$ cat src/rtl/tap_delay_line_reader.sv
// Circular tap-delay line for the ANC adaptive filter.
// Each accepted sample is written into a circular history of TAPS entries.
// The whole history is then streamed newest-first over a valid/ready port.
// Taps that have not been written since reset read as zero.
module tap_delay_line_reader #(
    parameter int DATA_W = 16,
    parameter int TAPS   = 32,
    parameter int ADDR_W = 5
) (
    input  logic                     clk,
    input  logic                     rst,
    input  logic                     in_valid,
    input  logic signed [DATA_W-1:0] in_sample,
    output logic                     in_ready,
    output logic                     tap_valid,
    input  logic                     tap_ready,
    output logic signed [DATA_W-1:0] tap_data,
    output logic [ADDR_W-1:0]        tap_index,
    output logic                     tap_last,
    output logic                     busy,
    output logic                     overrun
);

    typedef enum logic [1:0] {
        IDLE   = 2'd0,
        LOAD   = 2'd1,
        STREAM = 2'd2
    } state_t;

    localparam logic [ADDR_W:0]   FILL_MAX = (ADDR_W + 1)'(TAPS);
    localparam logic [ADDR_W-1:0] LAST_IDX = ADDR_W'(TAPS - 1);

    state_t                     state_q, state_d;
    logic [ADDR_W-1:0]          wr_ptr_q, wr_ptr_d;
    logic [ADDR_W-1:0]          base_q, base_d;
    logic [ADDR_W-1:0]          idx_q, idx_d;
    logic [ADDR_W:0]            fill_q, fill_d;
    logic                       overrun_q, overrun_d;
    logic                       tap_valid_q, tap_valid_d;
    logic                       tap_last_q, tap_last_d;
    logic signed [DATA_W-1:0]   tap_data_q, tap_data_d;

    logic signed [DATA_W-1:0]   mem [TAPS];
    logic                       accept;
    logic [ADDR_W-1:0]          rd_idx;
    logic [ADDR_W-1:0]          rd_addr;

    // Count of valid history entries, saturating once the line is full.
    function automatic logic [ADDR_W:0] sat_fill(input logic [ADDR_W:0] f);
        return (f >= FILL_MAX) ? FILL_MAX : f + 1'b1;
    endfunction

    // Zero taps older than anything written since reset; otherwise pass the
    // stored sample through bit-exact.
    function automatic logic signed [DATA_W-1:0] mask_tap(
        input logic [ADDR_W-1:0]        i,
        input logic [ADDR_W:0]          f,
        input logic signed [DATA_W-1:0] s
    );
        return ({1'b0, i} >= f) ? '0 : s;
    endfunction

    assign in_ready  = (state_q == IDLE);
    assign busy      = (state_q != IDLE);
    assign accept    = in_valid && in_ready;
    assign tap_valid = tap_valid_q;
    assign tap_data  = tap_data_q;
    assign tap_index = idx_q;
    assign tap_last  = tap_last_q;
    assign overrun   = overrun_q;

    // Next-state logic: handshake, pointer bookkeeping and tap presentation.
    always_comb begin
        state_d     = state_q;
        wr_ptr_d    = wr_ptr_q;
        base_d      = base_q;
        idx_d       = idx_q;
        fill_d      = fill_q;
        overrun_d   = overrun_q;
        tap_valid_d = tap_valid_q;
        tap_last_d  = tap_last_q;
        tap_data_d  = tap_data_q;

        // Tap fetched for the next presented beat: tap 0 in LOAD, idx+1 in STREAM.
        rd_idx  = (state_q == STREAM) ? idx_q + 1'b1 : '0;
        rd_addr = base_q - rd_idx;

        // A sample offered while not ready is dropped and flagged for good.
        if (in_valid && !in_ready) begin
            overrun_d = 1'b1;
        end

        case (state_q)
            IDLE: begin
                if (accept) begin
                    wr_ptr_d = wr_ptr_q + 1'b1;
                    base_d   = wr_ptr_q;
                    fill_d   = sat_fill(fill_q);
                    idx_d    = '0;
                    state_d  = LOAD;
                end
            end
            LOAD: begin
                tap_valid_d = 1'b1;
                tap_data_d  = mask_tap(rd_idx, fill_q, mem[rd_addr]);
                tap_last_d  = 1'b0;
                state_d     = STREAM;
            end
            STREAM: begin
                if (tap_ready) begin
                    if (idx_q == LAST_IDX) begin
                        tap_valid_d = 1'b0;
                        tap_last_d  = 1'b0;
                        idx_d       = '0;
                        state_d     = IDLE;
                    end else begin
                        idx_d      = rd_idx;
                        tap_data_d = mask_tap(rd_idx, fill_q, mem[rd_addr]);
                        tap_last_d = (rd_idx == LAST_IDX);
                    end
                end
            end
            default: begin
                state_d = IDLE;
            end
        endcase
    end

    // Control and output registers; synchronous active-low reset.
    always_ff @(posedge clk) begin
        if (!rst) begin
            state_q     <= IDLE;
            wr_ptr_q    <= '0;
            base_q      <= '0;
            idx_q       <= '0;
            fill_q      <= '0;
            overrun_q   <= 1'b0;
            tap_valid_q <= 1'b0;
            tap_last_q  <= 1'b0;
            tap_data_q  <= '0;
        end else begin
            state_q     <= state_d;
            wr_ptr_q    <= wr_ptr_d;
            base_q      <= base_d;
            idx_q       <= idx_d;
            fill_q      <= fill_d;
            overrun_q   <= overrun_d;
            tap_valid_q <= tap_valid_d;
            tap_last_q  <= tap_last_d;
            tap_data_q  <= tap_data_d;
        end
    end

    // History storage; never cleared, stale entries are hidden by fill.
    always_ff @(posedge clk) begin
        if (rst && accept) begin
            mem[wr_ptr_q] <= in_sample;
        end
    end

endmodule

$ cat config.mk
export PLATFORM = sky130hd
export DESIGN_NAME = tap_delay_line_reader
export DESIGN_NICKNAME = d
export VERILOG_FILES = /design/src/rtl/tap_delay_line_reader.sv
export SDC_FILE = /design/constraint.sdc
export NUM_CORES = 1
export LEC_CHECK = 0
export ABC_AREA = 1
export CAP_MARGIN = 15
export CORE_UTILIZATION = 41
export CTS_CLUSTER_SIZE = 28
export DETAILED_ROUTE_END_ITERATION = 8
export REMOVE_ABC_BUFFERS = 1
export SYNTH_ARGS = -nofsm -noshare
export SYNTH_HDL_FRONTEND = slang
export SYNTH_SLANG_ARGS = --single-unit
$ cat constraint.sdc
create_clock -name clk -period 2.7 [get_ports clk]
set_input_delay 0.405 -clock clk [delete_from_list [all_inputs] [get_ports clk]]
set_output_delay 0.405 -clock clk [all_outputs]
set_load 0.01 [all_outputs]
# Word-level counts from Yosys, hierarchy flattened
# Memory sizes are Yosys's and may differ from the RTL's.
# Cells that the tools add are included.
dict set report word_totals {
  register_bits 42
  latchBits 0
  ram_bits 512
  mem_bits_ro 0
  in_bits 20
  out_inout_bits 26
  elab_cells 60
  memories 1
}
# name depth width rd rd_ports_with_merged_regs write_ports line_no
set mem_list {}
lappend mem_list {mem 32 16 1 0 1 43} ;# logic signed [DATA_W-1:0] mem [TAPS];
dict set report op_classes {
  add_sub_neg 4
  multipliers 0
  div 0
  order_cmp 2
  eq_ne 8
  shift 0
  mux 22
  bitwise 0
  reduce_logical 14
}
# cell count
set ops {}
lappend ops {{$mux 16} 3}
lappend ops {{$pmux 16 s2} 1}
lappend ops {{$mux 5} 4}
lappend ops {{$reduce_and 3->1} 4}
lappend ops {{$add 5x1->5 const B} 2}
lappend ops {{$eq 5x5->1 const B} 2}
lappend ops {{$pmux 5 s2} 1}
lappend ops {{$add 6x1->6 const B} 1}
lappend ops {{$ge 5x6->1} 1}
lappend ops {{$ge 6x6->1 const B} 1}
lappend ops {{$mux 1} 6}
lappend ops {{$mux 2} 3}
lappend ops {{$mux 6} 1}
lappend ops {{$pmux 2 s3} 1}
lappend ops {{$reduce_bool 2->1} 3}
lappend ops {{$sub 5x5->5} 1}
lappend ops {{$ne 2x1->1 const B} 2}
lappend ops {{$ne 2x2->1 const B} 2}
lappend ops {{$pmux 1 s2} 2}
lappend ops {{$reduce_and 2->1} 2}
lappend ops {{$logic_and 1x1->1} 3}
lappend ops {{$eq 2x1->1 const B} 1}
lappend ops {{$eq 2x2->1 const B} 1}
lappend ops {{$logic_not 2->1} 1}
lappend ops {{$logic_not 1->1} 1}

# Longest topological paths before layout
# Gate-level depths: netlist of run 1.
# An unclocked memory read counts as a cell.
dict set report depth {
  depth_word 8
  depth_mapped 17
  ltp_nobuf 15
}

# Least setup slack after synthesis of run 1
# Ideal clock, no wire load.
dict set report synth_path {
  path_kind {flip-flop to flip-flop}
  startpoint {reg state_q[0]}
  endpoint {mem mem[16][0], enable pin}
  setup_ns 0.430
  t_arrival_ns 2.645
  required_ns 2.270
  setup_slack_ns -0.375
  stages_incl_launch_ff 6
  path_buffers 0
  period_less_slack_ns 3.075
  cell_sequence {dfxtp_1 > nor2_1 > nand2_1 > nor2_1 > nand2_1 > nor4_1}
}
dict set report synth_via {
  elab_chain_len 5
}
# element line_no
set synth_lines {}
lappend synth_lines {{from (decl)} 33} ;# state_t state_q, state_d;
lappend synth_lines {{from (signal assigned)} 142} ;# state_q <= state_d;
lappend synth_lines {{$logic_not 2->1} 63} ;# assign in_ready = (state_q == IDLE);
lappend synth_lines {{named net in_ready} 14} ;# output logic in_ready,
lappend synth_lines {{$logic_and 1x1->1} 65} ;# assign accept = in_valid && in_ready;
lappend synth_lines {{$logic_and 1x1->1} 156} ;# if (rst && accept) begin
lappend synth_lines {{$mux 1} 156}
lappend synth_lines {{$mux 1 (not written as such)} 157} ;# mem[wr_ptr_q] <= in_sample;
lappend synth_lines {{to (decl)} 43}
# The timed path passes the listed nets, and every way through them passes these cells.

# Final worst setup path of run 1
dict set report layout_path {
  startpoint {reg state_q[1]}
  endpoint {reg tap_data_q[15] (netlist: tap_data[15])}
}
dict set report layout_via {
  elab_chain_len 8
  word_cells_on_any_way 14
  cone_classes {add/sub (1); order compare (1); eq/ne (4); mux (5); reduce/logical (2); memory (1)}
}
# element line_no
set layout_lines {}
lappend layout_lines {{$eq 2x2->1} {85, 93}}
lappend layout_lines {{$mux 5} 85} ;# rd_idx = (state_q == STREAM) ? idx_q + 1'b1 : '0;
lappend layout_lines {{$sub 5x5->5} 86} ;# rd_addr = base_q - rd_idx;
lappend layout_lines {{$mem_v2 32x16} -}
lappend layout_lines {{$mux 16} 60} ;# return ({1'b0, i} >= f) ? '0 : s;
lappend layout_lines {{$mux 16} 111} ;# if (idx_q == LAST_IDX) begin
lappend layout_lines {{$mux 16} 110} ;# if (tap_ready) begin
lappend layout_lines {{$pmux 16 s2} 93} ;# case (state_q)
lappend layout_lines {{to (signal assigned)} 150} ;# tap_data_q <= tap_data_d;
lappend layout_lines {{to (decl)} 41} ;# logic signed [DATA_W-1:0] tap_data_q, tap_data_d;
# Parallel ways exist; a longest one is shown, timed or not. The select of a mux whose other input is x is not followed.
# A chain may end at the register's enable or synchronous reset.

==> reports/metrics.csv, run 1 <==
metric,value,unit
fin crit share,106,%
Sw Ratio,26.5,%
CP Data Required Time,3.24,ns
DP Cell Count,2759,
initial core utilization,41.7,%
number of buffers added on ports,45,
"Clk pin slew, worst setup/hold paths",0.06,ns
Seq cells post-synth,554,
reg2reg path depth,16,
vias in the first global route,15800,
drt pass-1 iters,5,
Synth Instances,1962,
post-route antenna net violation count,0,
pin count of the biggest net entering global routing,57,
share of power burned in registers,45.9,%
worst-path fanout max,8,
post-synth cell types,39,
status,"finished, violations left",
first-pass GRT wire length,96.0,mm
GRT overflow,0,
ANT cells,0,
Slew @ Worst Pin,0.531,ns
Die Ht,239,um
worst reg2reg startpoint,state_q[1],
CTS HTree Levels,2,
Crit Path Class,reg2reg,
CP Launch Point,state_q[1],
crit path time final,2.87,ns
Skew-Pair Late Insertion Delay,0.62,ns
Total Die Area,0.0571,mm^2
clock power share,37.1,%
Core ar.,0.0553,mm^2
Hold Fails Final Rpt,0,
power consumption,20.6,mW
hold_buf cts,0,
Ports,46,
Synth area leader,edfxtp_1,
VDD IR max,0.527,mV
root buffer cell,clkbuf_16,
RePlAce Congestion,0.822,
drt first-iter violations,1700,
Setup crit end kind,register,
TNS Setup,-2.26,ns
FF-to-FF setup slack,-0.17,ns
failing checks,setup timing,
"non-filler cells, final",2888,
Hold Path Depth,3,
Setup WS post-layout,-0.173,ns
worst min-delay path class,in2reg,
most frequent cells in the layout,"nand2_1 (549), edfxtp_1 (512), nand3_1 (238)",
leak pwr,9.93,nW
filler instances,4775,
Area Overhead vs Synth,22.0,%
hold path endpoint,state_q[0],
area occupied by registers,0.0162,mm^2
die width,239,um
unrepaired setup endpoints after global routing,yes,
Final Net Count,2127,
post-place setup slack,-0.499,ns
clock buffer depth,3,
Internal,15.1,mW
CTS sink count,554,
CTS Buf Count,57,
CTS tree,yes,
YS warnings,0,
max frequency,348,MHz
"Slew Viols, Final",0,
Slew headroom,64.6,%
cell area power density,732,mW/mm^2
FF-to-FF End,tap_data[15],
num rows,86,
"Avg Cell Area, Syn",11.7,um^2
combinational share of power,17.0,%
DP HPWL,36.0,mm
Util after Layout,50.8,%
share of the synthesized area in the top cell type,66.7,%
Final setup viols,16,
layout cell share with drive strength beyond 1,17.0,%
initial antenna violation count,0,
total wire length,64.3,mm
critical path arrival,3.41,ns
"Seq/Total Area, Yosys",70.4,%
clk_skew,0.0188,ns
Max Cap Violations,0,
Vias,15900,
multi-input logic area,0.00655,mm^2
GR Util All Layers,22.6,%
Psw,5.45,mW
HP Start,rst,
Startpoint Class,register,
wire per inst,22.3,um
"most common cell after layout, fill and taps aside",nand2_1,
# DRC,0,
post-synthesis instance area,0.0230,mm^2
"top cells by area, synth","edfxtp_1 (67%), nand2_1 (9.0%), nand3_1 (6.4%)",
drt via density,5.50,
==> power groups by stage <==
stage,sequential [mW],clock (mW),combinational (mW)
detailed placement,9.62,0,2.96
global route,9.44,8.03,3.77
floorplan,9.62,0,1.67
global placement,9.62,0,2.93
finish,9.44,7.63,3.50
CTS,9.44,7.74,3.32
==> routing by layer <==
metal	vias up	share of wire, %	track usage, %
met1	7848	42	30.2
li1	7277	-	-
met4	0	3.0	8.20
met2	646	47	36.5
met3	118	8.3	4.30
met5	-	0	0
==> synthesized netlist by cell type <==
cell type,instances
buf_6,10
o21bai_1,1
o22a_1,2
a21oi_1,156
clkinv_1,1
nand3b_1,2
edfxtp_1,512
nor2_4,1
nand2_2,4
nor2_8,1
nand3_2,20
buf_4,6
nand2_4,2
ha_1,15
o21ai_0,26
buf_2,55
nor3b_1,1
nor2_1,57
dfxtp_1,42
a22o_1,60
nand4_4,1
buf_1,15
nand4_1,9
nand2_1,550
nand3_1,293
nor4_1,6
nor2_2,1
o211ai_1,1
o21a_1,1
o31ai_1,1
nor3_1,9
fa_1,1
inv_1,48
o22ai_1,3
xor2_1,2
nand3_4,2
a21boi_1,1
clkbuf_1,39
inv_2,5
==> state kept, by name (all words and copies together), names as in the netlist <==
signal / count
mem: 512
tap_data: 16
fill_q: 6
base_q: 5
tap_index: 5
wr_ptr_q: 5
state_q: 2
overrun: 1
tap_last: 1
tap_valid: 1
==> timing repair <==
item | in CTS | in global routing
cloned | 4 | 4
buffers inserted | 11 | 2
setup endpoints to repair | 16 | 16
pin swaps | 25 | 25
gates resized for setup | 98 | 34
==> worst max-delay path, stage by stage (launching register included) <==
cell     delay, ns
dfxtp_2       0.33
inv_4         0.07
nor2_8        0.03
inv_4         0.06
nor2_4        0.04
ha_4          0.15
fa_4          0.85
buf_6         0.14
buf_12        0.15
buf_16        0.15
a21oi_1       0.05
a22o_1        0.22
nand2_1       0.07
nand3_2       0.08
nand3_2       0.14
nand3_2       0.08
a21oi_1       0.14
==> how the worst max path moves through the flow <==
stage	end	slack (ns)
5_1_grt	tap_data[10]	-0.29
6_report	tap_data[15]	-0.17
2_1_floorplan	tap_data[14]	-6.81
3_5_place_dp	tap_data[8]	-0.50
4_1_cts	tap_data[8]	-0.16
3_3_place_gp	tap_data[8]	-0.47
==> cell families after synthesis <==
family	count (synthesis)	synth area share, %
DFF	554	70.4
AOI/OAI and AO/OA	252	6.56
adders and majority gates	16	0.902
buffers and inverters	179	3.64
xor gates and xnor gates	2	0.0761
and+or+nand+nor	959	18.4
==> final cells by class <==
cell class,instances,area share (%)
sequential,554,57.7
timing repair buffer,195,8.49
clock buffer,87,5.70
inverter,54,0.784
clock inverter,21,0.677
tap,748,3.33
multi-input combinational,1229,23.3
==> metrics by stage <==
step                      area (um^2)  hold slack, ns
after CTS                       27800           0.408
after floorplan                 22400           0.475
after global placement          25400           0.450
final                           28100           0.427
after detailed placement        25400           0.455
after global routing            28100           0.447
Power figures use the tool's default switching activity.
==> run 2: changes to the inputs <==
--- a/config.mk
+++ b/config.mk
@@ -5,7 +5,6 @@
 export SDC_FILE = /design/constraint.sdc
 export NUM_CORES = 1
 export LEC_CHECK = 0
-export ABC_AREA = 1
 export CAP_MARGIN = 15
 export CORE_UTILIZATION = 41
 export CTS_CLUSTER_SIZE = 28
==> constraint.sdc (replaced) <==
create_clock -name clk -period 2.7 [get_ports clk]
set_input_delay 0.81 -clock clk [delete_from_list [all_inputs] [get_ports clk]]
set_output_delay 0.81 -clock clk [all_outputs]
set_load 0.01 [all_outputs]
==> run 2 against run 1 <==
Compared with the run above:
- the run still ends with setup timing left
- synthesized cell count decreased by 46%
- largest power group unchanged
- synthesized area down 4.9%
- critical endpoint is now tap_data[3]
- core utilization grew 0.72 points
- largest cell class unchanged
- fmax fell by 1.5%
- critical path type unchanged
- die area is 4.9% lower
- combinational power decreased by 44%
- hold slack improved by 0.043 ns
- flip-flop and latch count is the same
==> reports/metrics.csv, run 2 <==
metric,value,unit
status,"finished, violations left",
failing checks,setup timing,
drt first-iter violations,720,
post-synth cell types,47,
drt pass-1 iters,5,
post-route antenna net violation count,0,
fin crit share,108,%
CTS Buf Count,56,
Max Cap Violations,0,
critical path arrival,3.39,ns
worst-path fanout max,7,
Skew-Pair Late Insertion Delay,0.61,ns
Ports,46,
Total Die Area,0.0543,mm^2
"Slew Viols, Final",0,
pin count of the biggest net entering global routing,35,
XOR/XNOR Fraction of Synth Area,0.600,%
Setup WS post-layout,-0.218,ns
leak pwr,9.19,nW
post-synthesis simple-gate area fraction,3.16,%
root buffer cell,clkbuf_16,
Synth Area in Compound Gates,1.92,%
Util after Layout,51.5,%
number of buffers added on ports,45,
crit path time final,2.92,ns
Finished Cell Area,0.0271,mm^2
initial core utilization,41.6,%
hold_buf cts,0,
Die Ht,233,um
# DRC,0,
"critical path, cell by cell",ha_4 -> nand2_4 -> ha_4 -> nor2b_4 -> or4_4 -> a2111oi_4 -> buf_6 -> buf_12 -> buf_12 -> mux2i_4 -> mux2_4 -> o221ai_2,
RePlAce Congestion,0.818,
GR Util All Layers,18.4,%
Crit Path Class,reg2reg,
Setup crit end kind,register,
post-synthesis mux area share,17.8,%
"top cells by area, synth","edfxtp_1 (70%), mux4_2 (13%), dfxtp_1 (3.8%)",
Final setup viols,16,
"Avg Cell Area, Syn",20.5,um^2
commonest cells in the synthesized netlist,"edfxtp_1 (512), mux4_2 (128), mux2i_1 (64)",
YS warnings,0,
layout cell share with drive strength beyond 1,35.5,%
Final Net Count,1289,
unrepaired setup endpoints after global routing,yes,
Synth area leader,edfxtp_1,
Vias,10700,
initial antenna violation count,1,
Slew headroom,63.3,%
Area Overhead vs Synth,23.9,%
post-synthesis instance area,0.0219,mm^2
Seq cells post-synth,554,
"most common cell after layout, fill and taps aside",edfxtp_1,
largest register by flop count,mem,
Startpoint Class,register,
adder-cell share of the synthesized area,0.994,%
number of synthesized flops with an enable pin,512,
clock buffer depth,3,
post-place instance area,0.0246,mm^2
cell area power density,702,mW/mm^2
crit path buf inv count,3,
wire per inst,24.3,um
VDD IR max,0.506,mV
CTS tree,yes,
share of the synthesized area in the top cell type,70.2,%
most common cell in the netlist,edfxtp_1,
ANT cells,0,
TNS Setup,-2.97,ns
Slew @ Worst Pin,0.550,ns
clk_skew,0.0308,ns
die width,233,um
max reg flops,512,
Main synth FF type,edfxtp_1,
CTS sink count,554,
Core ar.,0.0527,mm^2
worst min-delay path class,reg2reg,
"Seq/Total Area, Yosys",74.1,%
GRT overflow,0,
CP max stage cell,or4_4,
Hold Fails Final Rpt,0,
drt via density,5.36,
num rows,84,
total wire length,48.3,mm
vias in the first global route,11600,
post-place setup slack,-0.489,ns
first-pass GRT wire length,73.1,mm
CP Data Required Time,3.17,ns
largest family of logic cells by synthesized area,multiplexers,
"slowest stage delay, CP",0.42,ns
"Clk pin slew, worst setup/hold paths",0.06,ns
FF-to-FF setup slack,-0.22,ns
async set-reset flop share out of synthesis,0,%
Synth Instances,1069,
CTS HTree Levels,2,
max frequency,343,MHz
most frequent cells in the layout,"edfxtp_1 (512), mux4_2 (128), buf_4 (62)",
"CP delay by family, top",simple AND/OR/NAND/NOR gates,
DP HPWL,29.5,mm
## run 2: cell types whose count changed after synthesis, moves of 33 or more
cell	previous run	this run
a21oi_1	156	9
a22o_1	60	0
buf_2	55	2
inv_1	48	15
mux2i_1	0	64
mux4_2	0	128
nand2_1	550	46
nand3_1	293	7
## run 2: cells by family (layout without fill, tap and decap cells)
logic type,count (synthesis),in the layout
AO/OA/AOI/OAI,48,48
XOR/XNOR,15,15
adder cells (fa/ha/maj),17,17
buffers and inverters,68,299
flip-flops,554,554
multiplexers,224,224
AND/OR/NAND/NOR,143,143
## run 2: final timing paths
path | startpoint | to | cells after the start
setup / recovery | tap_index[0] | tap_data[3] | 12
hold / removal | base_q[0] | base_q[0] | 2
setup reg to reg | tap_index[0] | tap_data[3] | 12
hold reg to reg | base_q[0] | base_q[0] | 2
## run 2: metrics by stage
stage / std cells / total power [mW] / hold slack, ns
final: 1988 / 19.0 / 0.470
after global routing: 1988 / 19.7 / 0.508
after CTS: 1983 / 19.2 / 0.477
after detailed placement: 1867 / 11.4 / 0.456
after global placement: 1867 / 11.3 / 0.447
after floorplan: 1016 / 10.8 / 0.443
## run 2: where the power goes
group / internal [mW] / switching (mW) / total (mW)
Combinational: 1.03 / 0.924 / 1.96
Sequential: 9.41 / 0.0283 / 9.44
Clock: 4.44 / 3.20 / 7.65
## run 2: final cells by class
cell class,instances,area [um^2]
clock buffers,86,1580
clock inverters,19,243
fillers,4149,25500
inverters,15,56.3
multi-input cells,447,5890
flip-flops and latches,554,16200
well taps,688,861
repair buffers,179,2270
## run 2: worst min-delay path, cell delays in order (launching register included)
cell and delay (ns):
dfxtp_1 0.31, nand2_1 0.05, a21boi_0 0.06
## run 2: repair_timing
item,in CTS,in global routing
cloned,3,1
pin swaps,8,4
resized for setup,93,23
endpoints found under the setup margin,18,16
setup buffers,9,5
## run 2: layer usage
metal  GRT usage, %  routed length, um  up-vias  share of wire (%)
li1               -                  -     4742                  -
met1           25.1              21400     5646                 44
met2           30.5              24000      199                 50
met3           2.88               1880       63                3.9
met4           5.49                980        0                2.0
met5              0                  0        -                  0
==> run 3: changes to the inputs <==
--- a/config.mk
+++ b/config.mk
@@ -6,9 +6,11 @@
 export NUM_CORES = 1
 export LEC_CHECK = 0
 export CAP_MARGIN = 15
-export CORE_UTILIZATION = 41
+export CORE_MARGIN = 2
+export CORE_UTILIZATION = 56
 export CTS_CLUSTER_SIZE = 28
 export DETAILED_ROUTE_END_ITERATION = 8
+export PLACE_DENSITY = 0.76
 export REMOVE_ABC_BUFFERS = 1
 export SYNTH_ARGS = -nofsm -noshare
 export SYNTH_HDL_FRONTEND = slang
==> run 3 against run 2 <==
Compared with the run above:
- cell count fell by 8.4%
- sequential share of layout area increased by 0.64 points
- critical path type unchanged
- the flow still finishes with violations (setup timing)
- critical endpoint is now tap_data[9]
- sequential power about the same
- largest cell class unchanged
- global-route usage rose by 7.1 points
==> reports/metrics.csv, run 3 (synthesis gave the netlist of run 2 again) <==
metric,value,unit
Hold Path Depth,2,
GRT overflow,0,
RePlAce Congestion,0.811,
Hold Fails Final Rpt,0,
Die Ht,202,um
Setup WS post-layout,-0.350,ns
largest register by flop count,mem,
clk_skew,0.0186,ns
FF-to-FF setup slack,-0.35,ns
CTS tree,yes,
CP Launch Point,tap_index[0],
die width,202,um
Final setup viols,16,
reg2reg path depth,12,
Vias,11300,
num rows,72,
initial core utilization,56.7,%
worst reg2reg startpoint,tap_index[0],
Slew headroom,46.7,%
CP dominant cell by count,buf_12,
leak pwr,9.20,nW
pin count of the biggest net entering global routing,33,
HP Start,base_q[4],
CTS Buf Count,55,
Final Net Count,1293,
clock buffer depth,3,
"slowest stage delay, CP",0.87,ns
GR Util All Layers,25.5,%
Setup crit end kind,register,
Ports,46,
"most common cell after layout, fill and taps aside",edfxtp_1,
drt via density,6.20,
layout cell share with drive strength beyond 1,34.5,%
fin crit share,113,%
"Slew Viols, Final",0,
"Clk pin slew, worst setup/hold paths",0.07,ns
unrepaired setup endpoints after global routing,yes,
filler instances,2249,
max frequency,328,MHz
VDD IR max,0.487,mV
"critical path, cell by cell",buf_6 -> nand2b_4 -> inv_2 -> ha_4 -> fa_4 -> buf_12 -> buf_12 -> buf_12 -> mux4_2 -> mux2i_1 -> mux2_4 -> o221ai_2,
CP max stage cell,fa_4,
crit path time final,3.05,ns
number of cells on the critical path,12,
Slew @ Worst Pin,0.799,ns
TNS Setup,-4.61,ns
vias in the first global route,11700,
# DRC,0,
cell area power density,697,mW/mm^2
CTS sink count,554,
number of buffers added on ports,45,
CP Data Required Time,3.16,ns
worst min-delay path class,reg2reg,
most frequent cells in the layout,"edfxtp_1 (512), mux4_2 (128), buf_4 (68)",
total wire length,50.9,mm
failing checks,setup timing,
"CP delay by family, top",adder cells,
root buffer cell,clkbuf_16,
Crit Path Class,reg2reg,
first-pass GRT wire length,75.2,mm
FF-to-FF End,tap_data[9],
worst-path fanout max,6,
max reg flops,512,
status,"finished, violations left",
initial antenna violation count,0,
ANT cells,0,
drt pass-1 iters,5,
post-place setup slack,-0.590,ns
Skew-Pair Late Insertion Delay,0.58,ns
hold_buf cts,0,
Max Cap Violations,0,
CTS HTree Levels,2,
Core ar.,0.0386,mm^2
wire per inst,28.0,um
drt first-iter violations,1109,
post-route antenna net violation count,0,
Startpoint Class,register,
DP HPWL,28.7,mm
Total Die Area,0.0407,mm^2
Worst Setup EP,tap_data[9],
critical path arrival,3.51,ns
Area Overhead vs Synth,22.6,%
crit path buf inv count,5,
==> run 3: changes by cell type in the layout (fill, tap and decap cells not counted), moves of 5 or more <==
cell and change:
buf_4 +6, mux2i_1 +5, buf_6 -7, nor2_1 +8, clkinv_2 -5, clkbuf_1 +9
buf_12 +9, nor2_2 -8, mux2i_4 -5
==> run 3: worst min path at each step <==
stage,endpoint,slack (ns)
5_1_grt,base_q[4],0.50
2_1_floorplan,base_q[0],0.44
3_5_place_dp,tap_data[7],0.48
6_report,base_q[4],0.49
3_3_place_gp,base_q[0],0.46
4_1_cts,base_q[4],0.49
==> run 3: tightest hold or removal path, delay by kind of cell (launching register included) <==
kind	cells	cell delay, ns
AO/OA/AOI/OAI	1	0.07
AND/OR/NAND/NOR	1	0.05
flip-flops	1	0.32
==> run 3: layout make-up <==
class                           instances  area, um^2  area share, %
Clock buffer                           98        1670           6.22
Clock inverter                          5        51.3          0.191
Inverter                               15        56.3          0.210
Multi-Input combinational cell        447        5820           21.7
Sequential cell                       554       16200           60.4
Tap cell                              518         648           2.41
Timing Repair Buffer                  184        2380           8.85
==> run 3: what timing repair did <==
| action | CTS | global route |
|---|---|---|
| resized for setup | 67 | 31 |
| setup buffers | 14 | 4 |
| gates cloned | 5 | 2 |
| endpoints found under the setup margin | 17 | 17 |
| pin swaps | 4 | 5 |
==> run 3: report_power, final <==
part           switching [mW]  internal, mW  leakage, nW  total (mW)
logic                   0.945          1.05         3.42        1.99
clock network            3.04          4.24        0.829        7.28
registers              0.0319          9.41         4.95        9.44
total                    4.01          14.7         9.20        18.7
==> run 3: layer usage <==
| metal | part of all wire [%] | vias up | GRT usage, % | routed length [um] |
|---|---|---|---|---|
| li1 | - | 4745 | - | - |
| met5 | 0 | - | 0 | 0 |
| met1 | 38 | 5892 | 35.2 | 19300 |
| met2 | 51 | 553 | 42.5 | 26100 |
| met4 | 2.3 | 0 | 7.35 | 1160 |
| met3 | 8.6 | 95 | 4.45 | 4360 |
==> run 3: stage by stage <==
stage          util, %  hold WS [ns]  area [um^2]  instances  total power, mW
6_report          69.5         0.489        26800       1821             18.7
3_3_place_gp      63.2         0.463        24400       1699             11.3
3_5_place_dp      63.2         0.478        24400       1699             11.3
2_1_floorplan        -         0.443        21600       1016             10.8
5_1_grt           69.5         0.505        26800       1821             19.2
4_1_cts           69.2         0.488        26800       1821             18.8
